[src/rtl/mc_pkg.sv]
// mc_pkg: shared state codes, opcode/funct constants, mux selects and ALU codes
package mc_pkg;

    typedef enum logic [3:0] {
        S_FETCH    = 4'd0,
        S_DECODE   = 4'd1,
        S_MEM_ADDR = 4'd2,
        S_MEM_RD   = 4'd3,
        S_WB_MEM   = 4'd4,
        S_MEM_WR   = 4'd5,
        S_EXEC_R   = 4'd6,
        S_WB_R     = 4'd7,
        S_BRANCH   = 4'd8,
        S_JUMP     = 4'd9,
        S_EXEC_I   = 4'd10,
        S_WB_I     = 4'd11,
        S_JAL      = 4'd12,
        S_JR       = 4'd13
    } state_t;

    localparam logic [5:0] OP_RTYPE = 6'h00;
    localparam logic [5:0] OP_LW    = 6'h23;
    localparam logic [5:0] OP_SW    = 6'h2B;
    localparam logic [5:0] OP_BEQ   = 6'h04;
    localparam logic [5:0] OP_BNE   = 6'h05;
    localparam logic [5:0] OP_J     = 6'h02;
    localparam logic [5:0] OP_JAL   = 6'h03;
    localparam logic [5:0] OP_ADDI  = 6'h08;
    localparam logic [5:0] OP_SLTI  = 6'h0A;
    localparam logic [5:0] OP_ANDI  = 6'h0C;
    localparam logic [5:0] OP_ORI   = 6'h0D;

    localparam logic [5:0] FN_ADD = 6'h20;
    localparam logic [5:0] FN_SUB = 6'h22;
    localparam logic [5:0] FN_AND = 6'h24;
    localparam logic [5:0] FN_OR  = 6'h25;
    localparam logic [5:0] FN_SLT = 6'h2A;
    localparam logic [5:0] FN_JR  = 6'h08;

    localparam logic [2:0] ALU_AND = 3'b000;
    localparam logic [2:0] ALU_OR  = 3'b001;
    localparam logic [2:0] ALU_ADD = 3'b010;
    localparam logic [2:0] ALU_SUB = 3'b110;
    localparam logic [2:0] ALU_SLT = 3'b111;

    localparam logic [1:0] RD_RT = 2'b00;
    localparam logic [1:0] RD_RD = 2'b01;
    localparam logic [1:0] RD_RA = 2'b10;

    localparam logic [1:0] WD_ALU = 2'b00;
    localparam logic [1:0] WD_MDR = 2'b01;
    localparam logic [1:0] WD_PC  = 2'b10;

    localparam logic       SA_PC = 1'b0;
    localparam logic       SA_A  = 1'b1;

    localparam logic [1:0] SB_B    = 2'b00;
    localparam logic [1:0] SB_4    = 2'b01;
    localparam logic [1:0] SB_IMM  = 2'b10;
    localparam logic [1:0] SB_IMM4 = 2'b11;

    localparam logic       EXT_SIGN = 1'b0;
    localparam logic       EXT_ZERO = 1'b1;

    localparam logic [1:0] PS_ALU = 2'b00;
    localparam logic [1:0] PS_OUT = 2'b01;
    localparam logic [1:0] PS_JMP = 2'b10;
    localparam logic [1:0] PS_A   = 2'b11;

    // R-type funct codes that go through EXEC_R (jr is routed separately)
    function automatic logic r_alu_funct(input logic [5:0] f);
        return (f == FN_ADD) || (f == FN_SUB) || (f == FN_AND) || (f == FN_OR) || (f == FN_SLT);
    endfunction

endpackage

[src/rtl/mc_alu_dec.sv]
// mc_alu_dec: maps current state plus opcode/funct to the ALU operation
module mc_alu_dec
    import mc_pkg::*;
(
    input  state_t     state_i,
    input  logic [5:0] opcode_i,
    input  logic [5:0] funct_i,
    output logic [2:0] alu_ctrl_o
);

    // add for address/PC arithmetic, sub for branch compare, funct/opcode for execute
    always_comb begin
        alu_ctrl_o = ALU_AND;
        case (state_i)
            S_FETCH, S_DECODE, S_MEM_ADDR: alu_ctrl_o = ALU_ADD;
            S_BRANCH: alu_ctrl_o = ALU_SUB;
            S_EXEC_R: alu_ctrl_o = funct_i == FN_SUB ? ALU_SUB :
                                   funct_i == FN_AND ? ALU_AND :
                                   funct_i == FN_OR  ? ALU_OR  :
                                   funct_i == FN_SLT ? ALU_SLT : ALU_ADD;
            S_EXEC_I: alu_ctrl_o = opcode_i == OP_SLTI ? ALU_SLT :
                                   opcode_i == OP_ANDI ? ALU_AND :
                                   opcode_i == OP_ORI  ? ALU_OR  : ALU_ADD;
            default: alu_ctrl_o = ALU_AND;
        endcase
    end

endmodule

[src/rtl/mc_control.sv]
// mc_control: multicycle MIPS-subset control FSM driving datapath muxes and enables
module mc_control
    import mc_pkg::*;
(
    input  logic       clk,
    input  logic       rst,
    input  logic [5:0] opcode,
    input  logic [5:0] funct,
    input  logic       zero,
    input  logic       mem_ready,
    output logic       pc_en,
    output logic       iord,
    output logic       mem_read,
    output logic       mem_write,
    output logic       ir_write,
    output logic       reg_write,
    output logic [1:0] reg_dst,
    output logic [1:0] mem_to_reg,
    output logic       alu_src_a,
    output logic [1:0] alu_src_b,
    output logic       ext_sel,
    output logic [1:0] pc_source,
    output logic [2:0] alu_ctrl,
    output logic       instr_done,
    output logic       illegal,
    output logic [3:0] state
);

    state_t state_q, state_d;

    assign state = state_q;

    mc_alu_dec u_alu_dec (
        .state_i    (state_q),
        .opcode_i   (opcode),
        .funct_i    (funct),
        .alu_ctrl_o (alu_ctrl)
    );

    // state register; reset returns to FETCH
    always_ff @(posedge clk) begin
        if (rst) state_q <= S_FETCH;
        else     state_q <= state_d;
    end

    // next state and per-state controls; rst masks every write/strobe so an aborted instruction has no effect
    always_comb begin
        state_d    = S_FETCH;
        pc_en      = 1'b0;
        iord       = 1'b0;
        mem_read   = 1'b0;
        mem_write  = 1'b0;
        ir_write   = 1'b0;
        reg_write  = 1'b0;
        reg_dst    = RD_RT;
        mem_to_reg = WD_ALU;
        alu_src_a  = SA_PC;
        alu_src_b  = SB_B;
        ext_sel    = EXT_SIGN;
        pc_source  = PS_ALU;
        instr_done = 1'b0;
        illegal    = 1'b0;
        case (state_q)
            S_FETCH: begin
                mem_read  = 1'b1;
                alu_src_b = SB_4;
                pc_en     = mem_ready;
                ir_write  = mem_ready;
                state_d   = mem_ready ? S_DECODE : S_FETCH;
            end
            S_DECODE: begin
                alu_src_b = SB_IMM4;
                case (opcode)
                    OP_LW, OP_SW: state_d = S_MEM_ADDR;
                    OP_RTYPE: begin
                        state_d    = funct == FN_JR ? S_JR : r_alu_funct(funct) ? S_EXEC_R : S_FETCH;
                        illegal    = !(funct == FN_JR || r_alu_funct(funct));
                        instr_done = illegal;
                    end
                    OP_BEQ, OP_BNE: state_d = S_BRANCH;
                    OP_J: state_d = S_JUMP;
                    OP_JAL: state_d = S_JAL;
                    OP_ADDI, OP_SLTI, OP_ANDI, OP_ORI: state_d = S_EXEC_I;
                    default: begin
                        illegal    = 1'b1;
                        instr_done = 1'b1;
                    end
                endcase
            end
            S_MEM_ADDR: begin
                alu_src_a = SA_A;
                alu_src_b = SB_IMM;
                state_d   = opcode == OP_SW ? S_MEM_WR : S_MEM_RD;
            end
            S_MEM_RD: begin
                iord     = 1'b1;
                mem_read = 1'b1;
                state_d  = mem_ready ? S_WB_MEM : S_MEM_RD;
            end
            S_WB_MEM: begin
                mem_to_reg = WD_MDR;
                reg_write  = 1'b1;
                instr_done = 1'b1;
            end
            S_MEM_WR: begin
                iord       = 1'b1;
                mem_write  = 1'b1;
                instr_done = mem_ready;
                state_d    = mem_ready ? S_FETCH : S_MEM_WR;
            end
            S_EXEC_R: begin
                alu_src_a = SA_A;
                state_d   = S_WB_R;
            end
            S_WB_R: begin
                reg_dst    = RD_RD;
                reg_write  = 1'b1;
                instr_done = 1'b1;
            end
            S_EXEC_I: begin
                alu_src_a = SA_A;
                alu_src_b = SB_IMM;
                ext_sel   = (opcode == OP_ANDI || opcode == OP_ORI) ? EXT_ZERO : EXT_SIGN;
                state_d   = S_WB_I;
            end
            S_WB_I: begin
                reg_write  = 1'b1;
                instr_done = 1'b1;
            end
            S_BRANCH: begin
                alu_src_a  = SA_A;
                pc_source  = PS_OUT;
                pc_en      = opcode == OP_BNE ? !zero : zero;
                instr_done = 1'b1;
            end
            S_JUMP: begin
                pc_source  = PS_JMP;
                pc_en      = 1'b1;
                instr_done = 1'b1;
            end
            S_JAL: begin
                pc_source  = PS_JMP;
                pc_en      = 1'b1;
                reg_dst    = RD_RA;
                mem_to_reg = WD_PC;
                reg_write  = 1'b1;
                instr_done = 1'b1;
            end
            S_JR: begin
                pc_source  = PS_A;
                pc_en      = 1'b1;
                instr_done = 1'b1;
            end
            default: state_d = S_FETCH;
        endcase
        if (rst) begin
            pc_en      = 1'b0;
            ir_write   = 1'b0;
            reg_write  = 1'b0;
            mem_write  = 1'b0;
            mem_read   = 1'b0;
            instr_done = 1'b0;
            illegal    = 1'b0;
        end
    end

endmodule

[config.mk]
export PLATFORM = sky130hd
export DESIGN_NAME = mc_control
export DESIGN_NICKNAME = d
export VERILOG_FILES = /design/src/rtl/mc_pkg.sv /design/src/rtl/mc_alu_dec.sv /design/src/rtl/mc_control.sv
export SDC_FILE = /design/constraint.sdc
export NUM_CORES = 1
export LEC_CHECK = 0
export ABC_AREA = 1
export ABC_CLOCK_PERIOD_IN_PS = 2200
export CAP_MARGIN = 20
export CORE_AREA = 4 4 45 87
export DETAILED_ROUTE_END_ITERATION = 10
export DIE_AREA = 0 0 49 91
export PLACE_DENSITY = 0.64
export SETUP_SLACK_MARGIN = 0.2
export SYNTH_ARGS = -nofsm -noshare
export SYNTH_HDL_FRONTEND = slang
export SYNTH_SLANG_ARGS = --single-unit
[constraint.sdc]
create_clock -name clk -period 2.2 [get_ports clk]
set_input_delay 0.33 -clock clk [delete_from_list [all_inputs] [get_ports clk]]
set_output_delay 0.33 -clock clk [all_outputs]
set_load 0.1 [all_outputs]
==> results by group, run 1 <==
Route
  • Final ANT Viol Nets: 0
  • Drt first pass iters: 4
  • Drt initial violations: 22
  • Number of vias per cell: roughly 4.9
  • Detailed-route DRC error count: 0
  • Vias: roughly 1200
  • Final wirelength: 3000 µm
  • DR WL/cell: between 10 and 15 µm

Logic synthesis
  • YS warnings: 0
  • Synth unique cells: 26
  • Synthesized area: 785 µm²
  • Synth Instances: 155
  • Post-Syn Nets: about 170
  • Synth Area in Adders: 0
  • Largest family of logic cells by synthesized area: simple AND/OR/NAND/NOR gates
  • Post-Synth Simple-Gate Area: 0.600
  • Post-synthesis sequential area ratio: 0.102
  • Area share of the largest cell type after synthesis: 0.163
  • Synth area leaders: nor2_1 16%, nand2_1 14%, inv_1 11%, dfxtp_1 10%, nand3_1 9.6%
  • Mux cell area share after synthesis: 0
  • Synth area leader: nor2_1
  • Yosys reg bits: 4
  • Syn Area/Cell: a little over 5 µm²
  • Post-Synth XOR/XNOR Area: 0
  • Compound-cell area share of the yosys netlist: 0.132

Placement
  • IO buf count: 40
  • Placed cells: between 200 and 250
  • Dpl cell area: 1590 µm²
  • Gpl congestion: 0.874
  • HPWL Detailed: roughly 2500 µm

Floorplanning
  • Core area: ~3200 µm²
  • FP Rows: 29
  • Starting Density: 0.246
  • Die height: a little over 90 µm
  • Ports: 41
  • Die area: between 4000 and 5000 µm²
  • Die width: 49 µm

Global routing
  • Initial antenna violation count: 0
  • GRT Resource Usage Total: 0.132
  • First-pass GRT wire length: 4930 µm
  • GRT overflow: 0
  • Vias in the first global route: approximately 1200
  • Largest net degree at the start of global routing: 9

STA
  • # setup viols final: 0
  • Slew Limit Fails: 0
  • Normalized max-slew margin: 0.662
  • Post-route minimum period: about 2000 ps
  • Tcrit/Tclk final: 0.893
  • Final-report hold violation count: 0
  • Final Skew: around 0.32 ps
  • FMAX: 509 MHz
  • RSZ-0062 raised after global routing: yes
  • Least-Margin Pin Slew: approximately 500 ps

Clocking
  • Clk_lat worst skew: between 200 and 250 ps
  • Clk root buf: clkbuf_8
  • CTS tree: built
  • Clock Sinks: 4
  • H-tree depth: 1
  • CTS Buffer Depth: 2
  • Clock-pin slew on the worst setup and hold paths: about 30 ps
  • Total CTS buffers: 3

Power and ir drop
  • Sw frac: 0.429
  • Comb pwr share: 0.542
  • P_int: 0.283 mW
  • Worst VDD drop: 0.200 mV
  • Clock share of power: 0.301
  • Sw power: 0.212 mW
  • Seq pwr share: 0.157
  • Pwr dens: ~280 nW/µm²
  • Leak: ~0.86 nW

Critical path
  • Crit path kind: input pin to primary output
  • CP required: 1870 ps
  • Critical Path End Type: primary output
  • Setup crit start kind: input pin
  • Worst path arrival time: 1630 ps
  • Crit path max fanout: 4

Cells and area
  • Non-filler instance count after layout: about 240
  • Layout area overhead: 122%
  • Number of flip-flops in the largest register: 4
  • Final non-filler cell area: around 1700 µm²
  • Final Core Density: 0.544
  • Nets@finish: between 200 and 250
  • Commonest non-fill, non-tap cells in the layout: 25 x nand2_1, 22 x buf_4, 19 x inv_1
  • Most common cell after layout, fill and taps aside: nand2_1
  • # diodes: 0
  • Share of cells above drive strength 1: 0.533

Min path
  • Hold Crit Class: flip-flop to flip-flop

Job
  • Max_cap viols: 0

Status
  • Status: finished, final reports clean
==> power by group through the flow <==
stage	Sequential (mW)	Clock, mW	Combinational [mW]
5_1_grt	0.0783	0.156	0.283
4_1_cts	0.0777	0.151	0.264
3_3_place_gp	0.0786	0	0.259
2_1_floorplan	0.0927	0	0.144
3_5_place_dp	0.0786	0	0.261
6_report	0.0779	0.149	0.268
==> metal layers <==
layer	global-route usage	share of wire	vias up
met1	0.115	0.31	526
met5	0	0	-
li1	-	-	610
met4	0.0562	0.028	0
met3	0.00984	0.042	6
met2	0.281	0.62	33
==> critical path: stages <==
cell             delay [ps]
clkdlybuf4s50_1         560
inv_1                    90
nor2_2                  210
nor3_4                   80
o22ai_4                 170
buf_12                  200
==> area by class of cell <==
class,count,area (µm²)
well taps,31,38.8
clock buffers,3,41.3
flip-flops and latches,4,95.1
fillers,308,1460
inverters,30,118
multi-input cells,119,815
repair buffers,54,631
==> Yosys cell counts <==
master and instances:
nor2_1 34, nand2_1 29, inv_1 23, nand3_1 15, nand4_1 8, inv_2 7
o21ai_0 5, a21oi_1 4, dfxtp_1 4, nand2_2 4, nor2_2 4, or2_0 3
nor3_1 2, a211o_1 1, a211oi_1 1, a31o_2 1, a31oi_1 1, buf_4 1
clkdlybuf4s25_2 1, nand2_4 1, nand3b_1 1, nor2_4 1, o2111ai_1 1, o21ai_1 1
o22ai_1 1, o31ai_1 1
==> stage by stage <==
stage | TNS (ps) | total power, mW | hold WS (ps) | worst slack, ps
after detailed placement | -207 | 0.339 | 684 | -124
after global routing | 0 | 0.517 | 738 | 134
after CTS | 0 | 0.493 | 691 | 203
after floorplan | -36.9 | 0.237 | 636 | -36.9
final | 0 | 0.495 | 704 | 236
after global placement | -165 | 0.338 | 686 | -103
==> worst paths after layout <==
check                         to  cells after the start           startpoint  slack, ps
max                   instr_done                      6            mem_ready        240
min          state[3]$_SDFF_PP0_                      3  state[2]$_SDFF_PP0_        700
max reg2reg  state[0]$_SDFF_PP0_                     10  state[3]$_SDFF_PP0_        750
min reg2reg  state[3]$_SDFF_PP0_                      3  state[2]$_SDFF_PP0_        700
==> cells by family after synthesis <==
| group | after synthesis |
|---|---|
| flip-flops | 4 |
| AND/OR/NAND/NOR | 102 |
| AO/OA/AOI/OAI | 17 |
| buffers and inverters | 32 |
==> what timing repair did <==
| item | in CTS | in global routing |
|---|---|---|
| setup buffers | 2 | 2 |
| pin swaps | 12 | 8 |
| hold buffers | 0 | 0 |
| gates resized for setup | 29 | 20 |
| setup endpoints to repair | 7 | 7 |
Power figures use the tool's default switching activity.
==> run 2: changes to the inputs <==
--- a/config.mk
+++ b/config.mk
@@ -12,5 +12,5 @@
 export DETAILED_ROUTE_END_ITERATION = 10
 export DIE_AREA = 0 0 49 91
-export PLACE_DENSITY = 0.64
+export PLACE_DENSITY = 0.63
 export SETUP_SLACK_MARGIN = 0.2
 export SYNTH_ARGS = -nofsm -noshare
==> constraint.sdc (replaced) <==
create_clock -name clk -period 2.2 [get_ports clk]
set_input_delay 0.33 -clock clk [delete_from_list [all_inputs] [get_ports clk]]
set_output_delay 0.33 -clock clk [all_outputs]
set_load 0.01 [all_outputs]
==> run 2 against run 1 <==
Net effect:
- clock skew up 1.2 ps
- die area unchanged
- critical path depth is 3 higher
- core utilization fell by 8.8 points
- count of clock-buffer cells in the layout unchanged
- routed wire length shrank 4.6%
- cell count is 2.5% higher
- sequential cell count did not move
- total power fell by 26%
- largest cell class unchanged
- largest power group is now clock
==> results by group, run 2 (synthesis gave the netlist of run 1 again) <==
Clocking
  • Clock Sinks: 4 (unchanged)
  • Clk root buf: clkbuf_8
  • Clock-pin slew on the worst setup and hold paths: 30 ps (about the same)
  • Post-CTS Hold Fix Bufs: 0 (unchanged)
  • CTS Buffer Depth: 2 (unchanged)
  • CTS tree: built
  • Total CTS buffers: 3 (unchanged)
  • H-tree depth: 1 (unchanged)
  • Clk_lat worst skew: 210 ps (about the same)

Floorplanning
  • Die area: 4460 µm² (unchanged)
  • Core area: 3190 µm² (unchanged)
  • Die height: 91 µm (unchanged)
  • Ports: 41 (unchanged)
  • Starting Density: 0.246 (unchanged)
  • Die width: 49 µm (unchanged)
  • FP Rows: 29 (unchanged)

Min path
  • Hold Path Depth: 3 (unchanged)
  • Min-Delay Endpoint: state[3]$_SDFF_PP0_
  • Hold Crit Class: flip-flop to flip-flop
  • Hold Crit Start: state[2]$_SDFF_PP0_

Critical path
  • Worst path buffer plus inverter count: 3 (unchanged)
  • R2r startpoint: state[0]$_SDFF_PP0_
  • RR Endpoint: state[1]$_SDFF_PP0_
  • Critical Path End Type: primary output
  • Crit-path slowest cell: clkdlybuf4s50_1
  • CP delay by family, top: buffers and inverters
  • Worst reg-to-reg setup slack: 850 ps (+100 ps)
  • CP cell instances: clkdlybuf4s50_1 > inv_1 > nor2_4 > nand3_2 > nand3_2 > nand2_1 > nand2_1 > nor2_1 > clkdlybuf4s15_2
  • R2R depth: 9 (-1)
  • Setup crit start kind: input pin
  • Crit path kind: input pin to primary output
  • Worst path max stage delay: 470 ps (-90 ps)
  • Crit path max fanout: 4 (unchanged)
  • CP required: 1870 ps (about the same)
  • Worst path arrival time: 1630 ps (about the same)

Cells and area
  • # diodes: 0 (unchanged)
  • Non-filler instance count after layout: 247 (+2.5%)
  • Commonest non-fill, non-tap cells in the layout: 29 x nand2_1, 23 x inv_1, 21 x nor2_1
  • Most common cell after layout, fill and taps aside: nand2_1
  • Final non-filler cell area: 1460 µm² (-16%)
  • Layout area overhead: 85.8%
  • Number of flip-flops in the largest register: 4 (unchanged)
  • Share of cells above drive strength 1: 0.315 (-0.219)
  • Nets@finish: 234 (+2.6%)

Status
  • Status: finished, final reports clean

Placement
  • IO buf count: 40 (unchanged)
  • Dpl cell area: 1330 µm² (-17%)
  • HPWL Detailed: 2400 µm (-4.2%)
  • Placed cells: 240 (+2.6%)
  • Placement Setup Slack: -284 ps (-160 ps)
  • Gpl congestion: 0.907 (+3.7%)

Global routing
  • Largest net degree at the start of global routing: 9 (unchanged)
  • Vias in the first global route: 1135 (-3.3%)
  • First-pass GRT wire length: 4770 µm (-3.2%)
  • Initial antenna violation count: 0 (unchanged)
  • GRT Resource Usage Total: 0.128 (-0.00405)
  • GRT overflow: 0 (unchanged)

STA
  • Least-Margin Pin Slew: 234 ps (-268 ps)
  • Worst setup margin: 244 ps (+8.42 ps)
  • Tcrit/Tclk final: 0.889 (-0.00383)
  • Final-report hold violation count: 0 (unchanged)
  • Post-route minimum period: 1960 ps (-8.42 ps)
  • Slew Limit Fails: 0 (unchanged)
  • Final Skew: 1.55 ps (+1.24 ps)
  • # setup viols final: 0 (unchanged)
  • FMAX: 511 MHz (+0.43%)
  • RSZ-0062 raised after global routing: yes
  • Normalized max-slew margin: 0.842 (+0.180)

Power and ir drop
  • Pwr dens: 252 nW/µm² (-12%)
  • Worst VDD drop: 0.199 mV (-0.47%)
  • Leak: 0.850 nW (-1.0%)

Route
  • Drt initial violations: 12 (-45%)
  • Vias: 1171 (-0.34%)
  • Final wirelength: 2860 µm (-4.6%)
  • Number of vias per cell: 4.74 (-2.8%)
  • Detailed-route DRC error count: 0 (unchanged)
  • Drt first pass iters: 4 (unchanged)
  • DR WL/cell: 11.6 µm (-6.9%)
  • Final ANT Viol Nets: 0 (unchanged)

Job
  • Max_cap viols: 0 (unchanged)
-- run 2: cell types whose count changed in the layout (fill, tap and decap cells not counted), sizes merged --
cell           delta
buf              -18
clkbuf            -1
clkdlybuf4s15     -1
dlygate4sd2       +7
clkdlybuf4s50    +13
dlymetal6s2s      +6
-- run 2: area by class of cell --
type,instances,area [µm²]
fill,340,1740
multi-input combinational,119,642
timing repair buffer,60,533
inverter,30,113
sequential,4,90.1
clock buffer,3,41.3
tap,31,38.8
-- run 2: tightest hold or removal path: stages, from the launching register on --
cell and delay, ps:
dfxtp_4 380, nor2_2 70, nand2_2 130, a21oi_1 90
-- run 2: through the flow --
stage	setup TNS (ps)	power, mW	hold slack (ps)	util
2_1_floorplan	0	0.136	625	-
3_3_place_gp	-1340	0.218	753	0.415
3_5_place_dp	-1280	0.217	735	0.415
4_1_cts	0	0.369	731	0.443
5_1_grt	0	0.392	753	0.457
6_report	0	0.368	720	0.457
-- run 2: worst max path at each step --
stage               depth (start not counted)           to                start
detailed placement                          8   instr_done            opcode[1]
CTS                                         9   instr_done             funct[3]
finish                                      9      illegal             funct[5]
floorplan                                   5  alu_ctrl[0]  state[1]$_SDFF_PP0_
global route                                9      illegal             funct[5]
global placement                            8   instr_done            opcode[1]
-- run 2: power breakdown --
part | total (mW) | internal (mW) | switching, mW
combinational | 0.141 | 0.0683 | 0.0729
clock | 0.149 | 0.116 | 0.0325
sequential | 0.0777 | 0.0735 | 0.00425
total | 0.368 | 0.258 | 0.110
-- run 2: layer usage --
metal  vias up  part of all wire  global-route usage
li1        622                 -                   -
met1       511              0.37               0.134
met2        34              0.57               0.243
met3         4             0.047              0.0180
met4         0             0.011              0.0494
met5         -                 0                   0
-- run 2: timing repair --
item | in CTS | in global routing
endpoints found under the setup margin | 14 | 11
endpoints found under the hold margin | 0 | 0
pin swaps | 4 | 4
buffers inserted | 3 | 1
gates resized for setup | 36 | 23
==> run 3: changes to the inputs <==
Settings changed: ABC_AREA 1 to default, CORE_AREA 4 4 45 87 to 4 4 49 95, DIE_AREA 0 0 49 91 to 0 0 53 99, GPL_TIMING_DRIVEN from default to 0, PLACE_DENSITY 0.63 to 0.6, SKIP_LAST_GASP from default to 1.
==> run 3 against run 2 <==
Net effect:
- register-to-register slack lost 300 ps
- cell area grew 11%
- clock skew is essentially flat
- global-route usage grew 1.9 points
- sequential power shrank 2%
- fmax shrank 2.7%
- synthesized cell count shrank 7.7%
- cell count is the same
- largest cell class unchanged
==> results by group, run 3 <==
Critical path
  • Critical Path End Type: primary output
  • R2r startpoint: state[2]$_SDFF_PP0_
  • CP required: 1870 ps (about the same)
  • Crit path max fanout: 8 (+4)
  • Setup crit start kind: flip-flop
  • Worst path arrival time: 1680 ps (+50 ps)
  • Crit path kind: flip-flop to primary output
  • Critical path origin: state[3]$_SDFF_PP0_

Floorplanning
  • FP Rows: 32 (+10%)
  • Die width: 53 µm (+8.2%)
  • Starting Density: 0.244 (-0.00181)
  • Core area: 3880 µm² (+22%)
  • Ports: 41 (unchanged)
  • Die area: 5250 µm² (+18%)
  • Die height: 99 µm (+8.8%)

Logic synthesis
  • Post-Syn Nets: 159 (-7.0%)
  • Synth area leader: dfxtp_1
  • Synth area leaders: dfxtp_1 8.5%, nor2_1 8.3%, nand2b_1 5.3%, nor2b_1 4.6%, a21oi_1 4.2%
  • Yosys reg bits: 4 (unchanged)
  • YS warnings: 0 (unchanged)
  • Most numerous cell in the Yosys netlist: nor2_1
  • Syn Area/Cell: 6.62 µm² (+31%)
  • Synth Flop Type: dfxtp_1
  • Synth unique cells: 51 (+96%)
  • Synthesized area: 947 µm² (+21%)
  • Post-synthesis sequential area ratio: 0.0845 (-0.0175)
  • Most frequent cells after synthesis: 21 x nor2_1, 9 x nand2_1, 8 x a21oi_1, 8 x nand2b_1, 7 x nor2b_1
  • Area share of the largest cell type after synthesis: 0.0845 (-0.0781)
  • FFs w/ async S/R, synth: 0 (unchanged)
  • Post-synth EDFFs: 0 (unchanged)
  • Synth Instances: 143 (-7.7%)

Cells and area
  • Most common cell after layout, fill and taps aside: nor2_1
  • # fillers: 433 (+27%)
  • Commonest non-fill, non-tap cells in the layout: 16 x nor2_1, 12 x buf_4, 9 x nand2_1, 9 x dlygate4sd2_1, 9 x clkdlybuf4s50_1
  • Final non-filler cell area: 1620 µm² (+11%)
  • Number of flip-flops in the largest register: 4 (unchanged)
  • Share of cells above drive strength 1: 0.342 (+0.0270)
  • # diodes: 0 (unchanged)
  • Nets@finish: 214 (-8.5%)
  • Layout area overhead: 70.8%

STA
  • Least-Margin Pin Slew: 643 ps (+409 ps)
  • Post-route minimum period: 2010 ps (+53.5 ps)
  • Tcrit/Tclk final: 0.913 (+0.0243)
  • RSZ-0062 raised after global routing: yes
  • Final-report hold violation count: 0 (unchanged)
  • Normalized max-slew margin: 0.571 (-0.271)
  • FMAX: 498 MHz (-2.7%)
  • # setup viols final: 0 (unchanged)
  • Slew Limit Fails: 0 (unchanged)
  • Final Skew: 1.25 ps (-0.301 ps)

Route
  • Drt initial violations: 43 (+31)
  • Drt first pass iters: 4 (unchanged)
  • Vias: 1315 (+12%)
  • Final wirelength: 3770 µm (+32%)
  • Final ANT Viol Nets: 0 (unchanged)
  • Number of vias per cell: 5.32 (+12%)
  • DR WL/cell: 15.3 µm (+32%)
  • Detailed-route DRC error count: 0 (unchanged)

Clocking
  • Post-CTS Hold Fix Bufs: 0 (unchanged)
  • Clk_lat worst skew: 210 ps (about the same)
  • Total CTS buffers: 3 (unchanged)
  • Clock-pin slew on the worst setup and hold paths: 30 ps (about the same)
  • CTS tree: built
  • H-tree depth: 1 (unchanged)
  • Clk root buf: clkbuf_8
  • CTS Buffer Depth: 2 (unchanged)
  • Clock Sinks: 4 (unchanged)

Global routing
  • Initial antenna violation count: 0 (unchanged)
  • First-pass GRT wire length: 6080 µm (+27%)
  • Largest net degree at the start of global routing: 11 (+2)
  • GRT Resource Usage Total: 0.147 (+0.0188)
  • GRT overflow: 0 (unchanged)
  • Vias in the first global route: 1293 (+14%)

Min path
  • Hold Crit Start: opcode[2]
  • Hold Crit Class: input pin to flip-flop

Power and ir drop
  • Pwr dens: 239 nW/µm² (-5.1%)
  • Worst VDD drop: 0.205 mV (+3.2%)
  • Leak: 0.686 nW (-19%)
  • PnR Total Power: 0.387 mW (+5.3%)

Placement
  • HPWL Detailed: 2850 µm (+19%)
  • Gpl congestion: 0.919 (+1.3%)
  • Dpl cell area: 1390 µm² (+4.9%)
  • IO buf count: 38 (-5.0%)

Job
  • Max_cap viols: 0 (unchanged)

Status
  • Status: finished, final reports clean
-- run 3: cell types whose count changed in the layout (fill, tap and decap cells not counted), moves of 8 or more --
cell             previous run  this run
nand2_1                    29         9
inv_1                      23         5
nor2_2                     15         1
clkdlybuf4s50_1            18         9
buf_4                      20        12
nand3_1                    10         2
-- run 3: metal layers --
| metal | routed length (µm) | up-vias | part of all wire | GRT usage |
|---|---|---|---|---|
| met5 | 0 | - | 0 | 0 |
| met4 | 140 | 0 | 0.037 | 0.0591 |
| met3 | 151 | 11 | 0.040 | 0.0151 |
| met2 | 2070 | 45 | 0.55 | 0.273 |
| met1 | 1410 | 613 | 0.37 | 0.158 |
| li1 | - | 646 | - | - |
-- run 3: layout make-up --
cell class              count  area, µm²  area share
well taps                  51       63.8      0.0394
plain buffers              11        104      0.0642
repair buffers             50        410       0.254
inverters                   6       26.3      0.0162
flip-flops and latches      4       83.8      0.0518
multi-input cells         122        888       0.549
clock buffers               3       41.3      0.0255
-- run 3: worst paths after layout --
kind,endpoint,slack (ps),cells after the start
worst max-delay path,alu_ctrl[2],190,7
worst min-delay path,state[2]$_SDFF_PP0_,550,3
worst max register to register,state[0]$_SDFF_PP0_,550,4
worst min register to register,state[3]$_SDFF_PP0_,700,3
-- run 3: cell families (layout without fill, tap and decap cells) --
group | count (synthesis) | after routing | synth area share
simple gates | 78 | 78 | 0.477
compound gates | 41 | 41 | 0.322
buf+inv | 17 | 70 | 0.0832
flops | 4 | 4 | 0.0845
mux | 2 | 2 | 0.0238
xor+xnor | 1 | 1 | 0.00925
-- run 3: worst max-delay path, cell delays in order (launching register included) --
cell        delay (ps)
dfxtp_2            340
buf_6              140
clkinvlp_4         110
nor2_4             160
nand4_1            150
buf_4              180
o32ai_4            220
buf_2              180
-- run 3: power by group --
| part | leakage, nW | internal [mW] | switching, mW |
|---|---|---|---|
| combinational | 0.630 | 0.0740 | 0.0876 |
| clock | 0.0216 | 0.116 | 0.0326 |
| sequential | 0.0338 | 0.0748 | 0.00165 |
-- run 3: timing repair --
action,4_1_cts,5_1_grt
setup endpoints to repair,24,13
gates resized for setup,77,30
pin swaps,3,10
gates cloned,0,1
buffers inserted,5,6
endpoints found under the hold margin,0,0
-- run 3: stage by stage --
step | setup TNS (ps) | setup slack [ps] | utilization | instances | hold slack (ps)
after global placement | -3230 | -619 | 0.358 | 232 | 752
after global routing | 0 | 96.2 | 0.417 | 247 | 564
after floorplan | 0 | 425 | - | 143 | 569
final | 0 | 191 | 0.417 | 247 | 547
after detailed placement | -3210 | -615 | 0.358 | 232 | 741
after CTS | 0 | 111 | 0.399 | 240 | 542
